==> config.mk <==
export PLATFORM = sky130hd
export DESIGN_NAME = cache_mem_arbiter_flat
export DESIGN_NICKNAME = d
export VERILOG_FILES = /design/src/rtl/cache_mem_arbiter_pkg.sv /design/src/rtl/cache_mem_arbiter_if.sv /design/src/rtl/cache_mem_arbiter_word_counter.sv /design/src/rtl/cache_mem_arbiter.sv /design/src/flat_wrapper.sv
export SDC_FILE = /design/constraint.sdc
export NUM_CORES = 1
export LEC_CHECK = 0
export CAP_MARGIN = 30
export CELL_PAD_IN_SITES_DETAIL_PLACEMENT = 2
export CELL_PAD_IN_SITES_GLOBAL_PLACEMENT = 2
export CORE_UTILIZATION = 16
export CTS_CLUSTER_SIZE = 30
export DETAILED_ROUTE_END_ITERATION = 16
export PLACE_DENSITY = 0.9
export RECOVER_POWER = 100
export SLEW_MARGIN = 10
export SYNTH_ARGS = -nofsm -noshare
export SYNTH_HDL_FRONTEND = slang
export SYNTH_SLANG_ARGS = --single-unit
==> constraint.sdc <==
create_clock -name clk -period 1.6 [get_ports clk]
set_input_delay 0.24 -clock clk [delete_from_list [all_inputs] [get_ports clk]]
set_output_delay 0.24 -clock clk [all_outputs]
set_load 0.01 [all_outputs]
==> src/rtl/cache_mem_arbiter_pkg.sv <==
// Shared types and constants for the I/D cache block-fill and write-through arbiter.
package cache_mem_arbiter_pkg;

    typedef enum logic [1:0] {
        IDLE  = 2'd0,
        FILL  = 2'd1,
        WRITE = 2'd2
    } arb_state_t;

    typedef enum logic {
        OWNER_I = 1'b0,
        OWNER_D = 1'b1
    } owner_t;

    localparam int ADDR_W              = 16;
    localparam int DATA_W              = 16;
    localparam int BLOCK_BYTES         = 16;
    localparam int WORD_IDX_W          = 3;
    localparam int BLOCK_OFFSET_W      = $clog2(BLOCK_BYTES);
    localparam int DEFAULT_MEM_LATENCY = 4;

    // Byte address of 16-bit word k inside the block whose upper address bits are blk.
    function automatic logic [ADDR_W-1:0] block_word_addr(
        input logic [ADDR_W-1:BLOCK_OFFSET_W] blk,
        input logic [WORD_IDX_W-1:0]          k
    );
        return {blk, k, 1'b0};
    endfunction

endpackage

==> src/rtl/cache_mem_arbiter_if.sv <==
// Cache-side request/fill signals and memory-side command/data signals of the arbiter.
interface cache_mem_arbiter_if;
    import cache_mem_arbiter_pkg::*;

    logic                  i_miss_req;
    logic [ADDR_W-1:0]     i_miss_addr;
    logic                  d_miss_req;
    logic [ADDR_W-1:0]     d_miss_addr;
    logic                  d_wr_req;
    logic [ADDR_W-1:0]     d_wr_addr;
    logic [DATA_W-1:0]     d_wr_data;
    logic                  i_fill_valid;
    logic                  d_fill_valid;
    logic [DATA_W-1:0]     fill_data;
    logic [WORD_IDX_W-1:0] fill_word;
    logic                  i_fill_done;
    logic                  d_fill_done;
    logic                  d_wr_ack;
    logic                  i_busy;
    logic                  d_busy;
    logic                  mem_enable;
    logic                  mem_wr;
    logic [ADDR_W-1:0]     mem_addr;
    logic [DATA_W-1:0]     mem_data_in;
    logic [DATA_W-1:0]     mem_data_out;
    logic                  mem_data_valid;

    // slave: the arbiter itself
    modport slave (
        input  i_miss_req, i_miss_addr, d_miss_req, d_miss_addr,
        input  d_wr_req, d_wr_addr, d_wr_data, mem_data_out, mem_data_valid,
        output i_fill_valid, d_fill_valid, fill_data, fill_word,
        output i_fill_done, d_fill_done, d_wr_ack, i_busy, d_busy,
        output mem_enable, mem_wr, mem_addr, mem_data_in
    );

    // master: the caches and memory around the arbiter
    modport master (
        output i_miss_req, i_miss_addr, d_miss_req, d_miss_addr,
        output d_wr_req, d_wr_addr, d_wr_data, mem_data_out, mem_data_valid,
        input  i_fill_valid, d_fill_valid, fill_data, fill_word,
        input  i_fill_done, d_fill_done, d_wr_ack, i_busy, d_busy,
        input  mem_enable, mem_wr, mem_addr, mem_data_in
    );

endinterface

==> src/rtl/cache_mem_arbiter_word_counter.sv <==
// Word index counter within a block: clear has priority, wraps after LAST, tc flags LAST.
module arb_word_counter
    import cache_mem_arbiter_pkg::*;
#(
    parameter logic [WORD_IDX_W-1:0] LAST = '1
) (
    input  logic                  clk,
    input  logic                  rst_n,
    input  logic                  clear,
    input  logic                  enable,
    output logic [WORD_IDX_W-1:0] count,
    output logic                  tc
);

    logic [WORD_IDX_W-1:0] count_reg;

    always_ff @(posedge clk or negedge rst_n) begin
        if (!rst_n) begin
            count_reg <= '0;
        end else if (clear) begin
            count_reg <= '0;
        end else if (enable) begin
            count_reg <= tc ? '0 : count_reg + 1'b1;
        end
    end

    assign count = count_reg;
    assign tc    = (count_reg == LAST);

endmodule

==> src/rtl/cache_mem_arbiter.sv <==
// Fixed-priority arbiter sharing one pipelined memory between I-cache fills,
// D-cache fills and D-cache write-through stores.
module cache_mem_arbiter
    import cache_mem_arbiter_pkg::*;
#(
    parameter int MEM_LATENCY = DEFAULT_MEM_LATENCY,
    parameter int BLOCK_WORDS = BLOCK_BYTES / 2
) (
    input  logic               clk,
    input  logic               rst_n,
    cache_mem_arbiter_if.slave bus
);

    localparam logic [WORD_IDX_W-1:0] LAST_WORD = WORD_IDX_W'(BLOCK_WORDS - 1);

    arb_state_t                       state_reg, state_next;
    owner_t                           owner_reg, owner_next;
    logic [ADDR_W-1:BLOCK_OFFSET_W]   block_reg, block_next;
    logic                             issue_done_reg, issue_done_next;
    logic [WORD_IDX_W-1:0]            issue_count, ret_count;
    logic                             issue_tc, ret_tc;
    logic                             in_fill, issue_en, ret_accept;

    assign in_fill  = (state_reg == FILL);
    assign issue_en = in_fill && !issue_done_reg;

    // A valid earlier than MEM_LATENCY cycles into a fill cannot answer one of its
    // reads; it is a leftover from a fill aborted by reset and is dropped.
    assign ret_accept = in_fill && bus.mem_data_valid &&
                        (issue_done_reg || int'(issue_count) >= MEM_LATENCY);

    assign issue_done_next = in_fill && (issue_done_reg || (issue_en && issue_tc));

    arb_word_counter #(.LAST(LAST_WORD)) u_issue_ctr (
        .clk    (clk),
        .rst_n  (rst_n),
        .clear  (!in_fill),
        .enable (issue_en),
        .count  (issue_count),
        .tc     (issue_tc)
    );

    arb_word_counter #(.LAST(LAST_WORD)) u_ret_ctr (
        .clk    (clk),
        .rst_n  (rst_n),
        .clear  (!in_fill),
        .enable (ret_accept),
        .count  (ret_count),
        .tc     (ret_tc)
    );

    always_ff @(posedge clk or negedge rst_n) begin
        if (!rst_n) begin
            state_reg      <= IDLE;
            owner_reg      <= OWNER_I;
            block_reg      <= '0;
            issue_done_reg <= 1'b0;
        end else begin
            state_reg      <= state_next;
            owner_reg      <= owner_next;
            block_reg      <= block_next;
            issue_done_reg <= issue_done_next;
        end
    end

    always_comb begin
        state_next       = state_reg;
        owner_next       = owner_reg;
        block_next       = block_reg;
        bus.i_fill_valid = 1'b0;
        bus.d_fill_valid = 1'b0;
        bus.fill_data    = '0;
        bus.fill_word    = '0;
        bus.i_fill_done  = 1'b0;
        bus.d_fill_done  = 1'b0;
        bus.d_wr_ack     = 1'b0;
        bus.mem_enable   = 1'b0;
        bus.mem_wr       = 1'b0;
        bus.mem_addr     = '0;
        bus.mem_data_in  = '0;
        bus.i_busy       = (state_reg != IDLE) && (owner_reg == OWNER_I);
        bus.d_busy       = (state_reg != IDLE) && (owner_reg == OWNER_D);

        case (state_reg)
            IDLE: begin
                if (bus.d_miss_req) begin
                    state_next = FILL;
                    owner_next = OWNER_D;
                    block_next = bus.d_miss_addr[ADDR_W-1:BLOCK_OFFSET_W];
                end else if (bus.d_wr_req) begin
                    state_next = WRITE;
                    owner_next = OWNER_D;
                end else if (bus.i_miss_req) begin
                    state_next = FILL;
                    owner_next = OWNER_I;
                    block_next = bus.i_miss_addr[ADDR_W-1:BLOCK_OFFSET_W];
                end
            end
            FILL: begin
                bus.mem_enable = issue_en;
                bus.mem_addr   = issue_en ? block_word_addr(block_reg, issue_count) : '0;
                if (ret_accept) begin
                    bus.fill_data    = bus.mem_data_out;
                    bus.fill_word    = ret_count;
                    bus.i_fill_valid = (owner_reg == OWNER_I);
                    bus.d_fill_valid = (owner_reg == OWNER_D);
                    bus.i_fill_done  = ret_tc && (owner_reg == OWNER_I);
                    bus.d_fill_done  = ret_tc && (owner_reg == OWNER_D);
                    if (ret_tc) begin
                        state_next = IDLE;
                    end
                end
            end
            WRITE: begin
                bus.mem_enable  = 1'b1;
                bus.mem_wr      = 1'b1;
                bus.mem_addr    = bus.d_wr_addr;
                bus.mem_data_in = bus.d_wr_data;
                bus.d_wr_ack    = 1'b1;
                state_next      = IDLE;
            end
            default: state_next = IDLE;
        endcase
    end

endmodule
==> src/flat_wrapper.sv <==
// flat-port wrapper written by rule: the top's interface ports become plain ports
module cache_mem_arbiter_flat import cache_mem_arbiter_pkg::*;
#(
    parameter int MEM_LATENCY = DEFAULT_MEM_LATENCY,
    parameter int BLOCK_WORDS = BLOCK_BYTES / 2
)
  (clk, rst_n, bus_i_miss_req, bus_i_miss_addr, bus_d_miss_req, bus_d_miss_addr, bus_d_wr_req, bus_d_wr_addr, bus_d_wr_data, bus_mem_data_out, bus_mem_data_valid, bus_i_fill_valid, bus_d_fill_valid, bus_fill_data, bus_fill_word, bus_i_fill_done, bus_d_fill_done, bus_d_wr_ack, bus_i_busy, bus_d_busy, bus_mem_enable, bus_mem_wr, bus_mem_addr, bus_mem_data_in);
  cache_mem_arbiter_if bus_i ();
  input  logic clk;
  input  logic rst_n;
  input wire logic [$bits(bus_i.i_miss_req)-1:0] bus_i_miss_req;
  input wire logic [$bits(bus_i.i_miss_addr)-1:0] bus_i_miss_addr;
  input wire logic [$bits(bus_i.d_miss_req)-1:0] bus_d_miss_req;
  input wire logic [$bits(bus_i.d_miss_addr)-1:0] bus_d_miss_addr;
  input wire logic [$bits(bus_i.d_wr_req)-1:0] bus_d_wr_req;
  input wire logic [$bits(bus_i.d_wr_addr)-1:0] bus_d_wr_addr;
  input wire logic [$bits(bus_i.d_wr_data)-1:0] bus_d_wr_data;
  input wire logic [$bits(bus_i.mem_data_out)-1:0] bus_mem_data_out;
  input wire logic [$bits(bus_i.mem_data_valid)-1:0] bus_mem_data_valid;
  output wire logic [$bits(bus_i.i_fill_valid)-1:0] bus_i_fill_valid;
  output wire logic [$bits(bus_i.d_fill_valid)-1:0] bus_d_fill_valid;
  output wire logic [$bits(bus_i.fill_data)-1:0] bus_fill_data;
  output wire logic [$bits(bus_i.fill_word)-1:0] bus_fill_word;
  output wire logic [$bits(bus_i.i_fill_done)-1:0] bus_i_fill_done;
  output wire logic [$bits(bus_i.d_fill_done)-1:0] bus_d_fill_done;
  output wire logic [$bits(bus_i.d_wr_ack)-1:0] bus_d_wr_ack;
  output wire logic [$bits(bus_i.i_busy)-1:0] bus_i_busy;
  output wire logic [$bits(bus_i.d_busy)-1:0] bus_d_busy;
  output wire logic [$bits(bus_i.mem_enable)-1:0] bus_mem_enable;
  output wire logic [$bits(bus_i.mem_wr)-1:0] bus_mem_wr;
  output wire logic [$bits(bus_i.mem_addr)-1:0] bus_mem_addr;
  output wire logic [$bits(bus_i.mem_data_in)-1:0] bus_mem_data_in;
  assign bus_i.i_miss_req = bus_i_miss_req;
  assign bus_i.i_miss_addr = bus_i_miss_addr;
  assign bus_i.d_miss_req = bus_d_miss_req;
  assign bus_i.d_miss_addr = bus_d_miss_addr;
  assign bus_i.d_wr_req = bus_d_wr_req;
  assign bus_i.d_wr_addr = bus_d_wr_addr;
  assign bus_i.d_wr_data = bus_d_wr_data;
  assign bus_i.mem_data_out = bus_mem_data_out;
  assign bus_i.mem_data_valid = bus_mem_data_valid;
  assign bus_i_fill_valid = bus_i.i_fill_valid;
  assign bus_d_fill_valid = bus_i.d_fill_valid;
  assign bus_fill_data = bus_i.fill_data;
  assign bus_fill_word = bus_i.fill_word;
  assign bus_i_fill_done = bus_i.i_fill_done;
  assign bus_d_fill_done = bus_i.d_fill_done;
  assign bus_d_wr_ack = bus_i.d_wr_ack;
  assign bus_i_busy = bus_i.i_busy;
  assign bus_d_busy = bus_i.d_busy;
  assign bus_mem_enable = bus_i.mem_enable;
  assign bus_mem_wr = bus_i.mem_wr;
  assign bus_mem_addr = bus_i.mem_addr;
  assign bus_mem_data_in = bus_i.mem_data_in;
  cache_mem_arbiter #(.MEM_LATENCY(MEM_LATENCY), .BLOCK_WORDS(BLOCK_WORDS)) u_core (.clk(clk), .rst_n(rst_n), .bus(bus_i));
endmodule
==> flow_metrics.tcl <==
set metrics [dict create \
    status "finished, violations left" \
    violations "setup timing" \
    syn_avg_cell_area_um2 10.2 \
    critical_path_peak_fanout 7 \
    fin_util 0.354 \
    grt_setup_unrepaired "yes" \
    place.gp.congestion 0.704 \
    synthFlopType "dfrtp_1" \
    routed_via_density 4.12 \
    synth_seq_cells 22 \
    syn-num-nets 273 \
    yosysMostFrequentCell "and2_1" \
    drc 0 \
    grt_use_total 0.136 \
    wirelength_mm 8.09 \
    dpl.hpwl_mm 6.23 \
    drv_slew 0 \
    ir_drop_mv 0.559 \
    clockBufferDepth 2 \
    core_region_area_um2 10900 \
    n_antenna_cell 0 \
    p_leak_nw 1.72 \
    ys_top_cells_by_count "38 x and2_1, 22 x dfrtp_1, 18 x nor2b_1, 13 x mux2_2, 10 x mux2_4" \
    syn2layout_area_growth_pct 113 \
    timing.fmax_ghz 0.499 \
    design_area_um2 3870 \
    overflow 0 \
    ioPinCount 146 \
    maxSlewHeadroom 0.605 \
    setup_slack_ns -0.403 \
    grt_max_degree 23 \
    maxCapViolCount 0 \
    async_flop_share 1.00 \
    seq_area_frac_synth 0.303 \
    antenna_found_initial 0 \
    fillers 1199 \
    dr.pass1.iters 2 \
    critical_path_class "flip-flop to output pin" \
    holdCritPathClass "input pin to asynchronous set/reset pin" \
    hold_viol 0 \
    cts.sinks 22 \
    syn_area_um2 1820 \
    grt_pass1_wl_mm 12.4 \
    synth_edf_count 0 \
    synth.top_cell.area_share 0.303 \
    placed_area_um2 3600 \
    powerDensity_nw_per_um2 1310 \
    placementRows 38 \
    ant_nets 0 \
    yosysWarnings 0 \
    critPathLaunchType "flip-flop" \
    finalCriticalPeriod_ns 2.00 \
    dp_slack_ns -0.534 \
    die_w_um 109 \
    syn_inst 178 \
    synth_cell_type_count 34 \
    io_buffers 137 \
    finalCritPeriodShare 1.25 \
    fin_skew_ns 0.00231 \
    h-tree-depth 1 \
    multi_input_area_um2 1270 \
    yosysTopAreaCell "dfrtp_1" \
    largest_reg_flops 12 \
    die_area_um2 11800 \
    initial_core_util 0.166 \
    cp.required_ns 1.36 \
    clk_pin_slew_ns 0.06 \
    cp-end-kind "output pin" \
    die_height_um 109 \
    grt_pass1_vias 2345 \
    arrival_ns 1.76 \
    finalSetupViolCount 73 \
    tightest_slew_ns 0.592 \
    synthTopCellsByArea "dfrtp_1 30%, and2_1 13%, mux2_4 8.3%" \
    clk_latency_ns 0.25 \
    cts-buffers-inserted 3 \
    cts_root_buf "clkbuf_16" \
    cts_tree "done" \
    r2r_cells 8 \
    drive_above_1_share 0.481 \
    nNetsFinal 459 \
    post_drt_wl_per_cell_um 16.1 \
    drt-initial-drc-count 14 \
    num_vias 2066 \
    seqCellArea_um2 552 \
    cts_hold_buf 0 \
]
-- final cells by class --
type,count,area share
clock buffer,3,0.0194
sequential,22,0.143
multi-input combinational,139,0.329
tap,140,0.0453
timing repair buffer,193,0.458
inverter,5,0.00615
-- kinds of logic after synthesis --
kind of cell / share of synthesized area
and+or+nand+nor: 0.260
AOI/OAI and AO/OA: 0.132
muxes: 0.180
DFF: 0.303
buffers and inverters: 0.0620
adders and majority gates: 0.0620
-- path summary, 6_finish.rpt --
check                                                start                               end  slack [ns]
setup / recovery           u_core.state_reg[1]$_DFFE_PN0P_                   bus_mem_addr[7]       -0.40
hold / removal                                       rst_n  u_core.block_reg[11]$_DFFE_PN0P_        0.52
setup reg to reg           u_core.state_reg[0]$_DFFE_PN0P_  u_core.block_reg[15]$_DFFE_PN0P_       -0.16
hold reg to reg            u_core.block_reg[4]$_DFFE_PN0P_   u_core.block_reg[4]$_DFFE_PN0P_        0.54
max in group asynchronous                            rst_n   u_core.state_reg[0]$_DFFE_PN0P_        0.66
min in group clk           u_core.block_reg[4]$_DFFE_PN0P_   u_core.block_reg[4]$_DFFE_PN0P_        0.54
-- report_power, final --
group | total [W] | internal, W | leakage [nW] | switching [W]
clock | 0.000532 | 0.000330 | 0.0370 | 0.000202
combinational | 0.00355 | 0.00210 | 1.41 | 0.00145
sequential | 0.00100 | 0.000787 | 0.271 | 0.000214
total | 0.00508 | 0.00322 | 1.72 | 0.00186
-- placed cells by master, fill, tap and decap left out, types with 2 or more instances in the layout --
master,count
and2_1,34
a22o_1,2
clkdlybuf4s15_2,16
buf_4,40
clkbuf_2,7
clkbuf_16,5
clkdlybuf4s50_1,76
nand3_1,4
ha_1,5
buf_2,32
ha_4,4
mux2_2,13
a22oi_2,14
dfrtp_1,21
mux2i_1,2
o21ai_0,4
nand2_1,5
and2_4,4
mux2_4,10
inv_1,3
buf_6,12
buf_12,5
nand3b_1,2
nor2b_1,18
nor2_1,3
-- critical path, stage by stage (launching register included) --
cell	delay (ns)
dfrtp_1	0.40
inv_2	0.12
ha_4	0.15
and3b_2	0.25
clkbuf_16	0.17
buf_6	0.10
a22oi_2	0.04
nor2b_1	0.13
buf_2	0.15
-- what timing repair did --
item                                    in CTS  in global routing
resized for setup                          237                 23
gates cloned                                 2                  1
endpoints found under the setup margin      74                 74
buffers inserted                            14                  4
pin swaps                                   12                  3
-- stage by stage --
step           power (W)  cells  setup TNS [ns]  hold WS (ns)
3_3_place_gp     0.00381    478          -22.31         0.500
5_1_grt          0.00539    502          -24.15         0.552
6_report         0.00508    502          -18.81         0.515
3_5_place_dp     0.00397    478          -27.56         0.515
4_1_cts          0.00502    497          -19.52         0.357
2_1_floorplan    0.00245    178         -0.0454       -0.0556
-- per-layer routing --
layer	GRT usage	vias up	part of all wire
met5	0	-	0
met4	0.0183	0	0.010
met3	0.0175	8	0.054
met2	0.290	79	0.57
met1	0.138	999	0.37
li1	-	980	-
(Power assumes the default switching activity.)
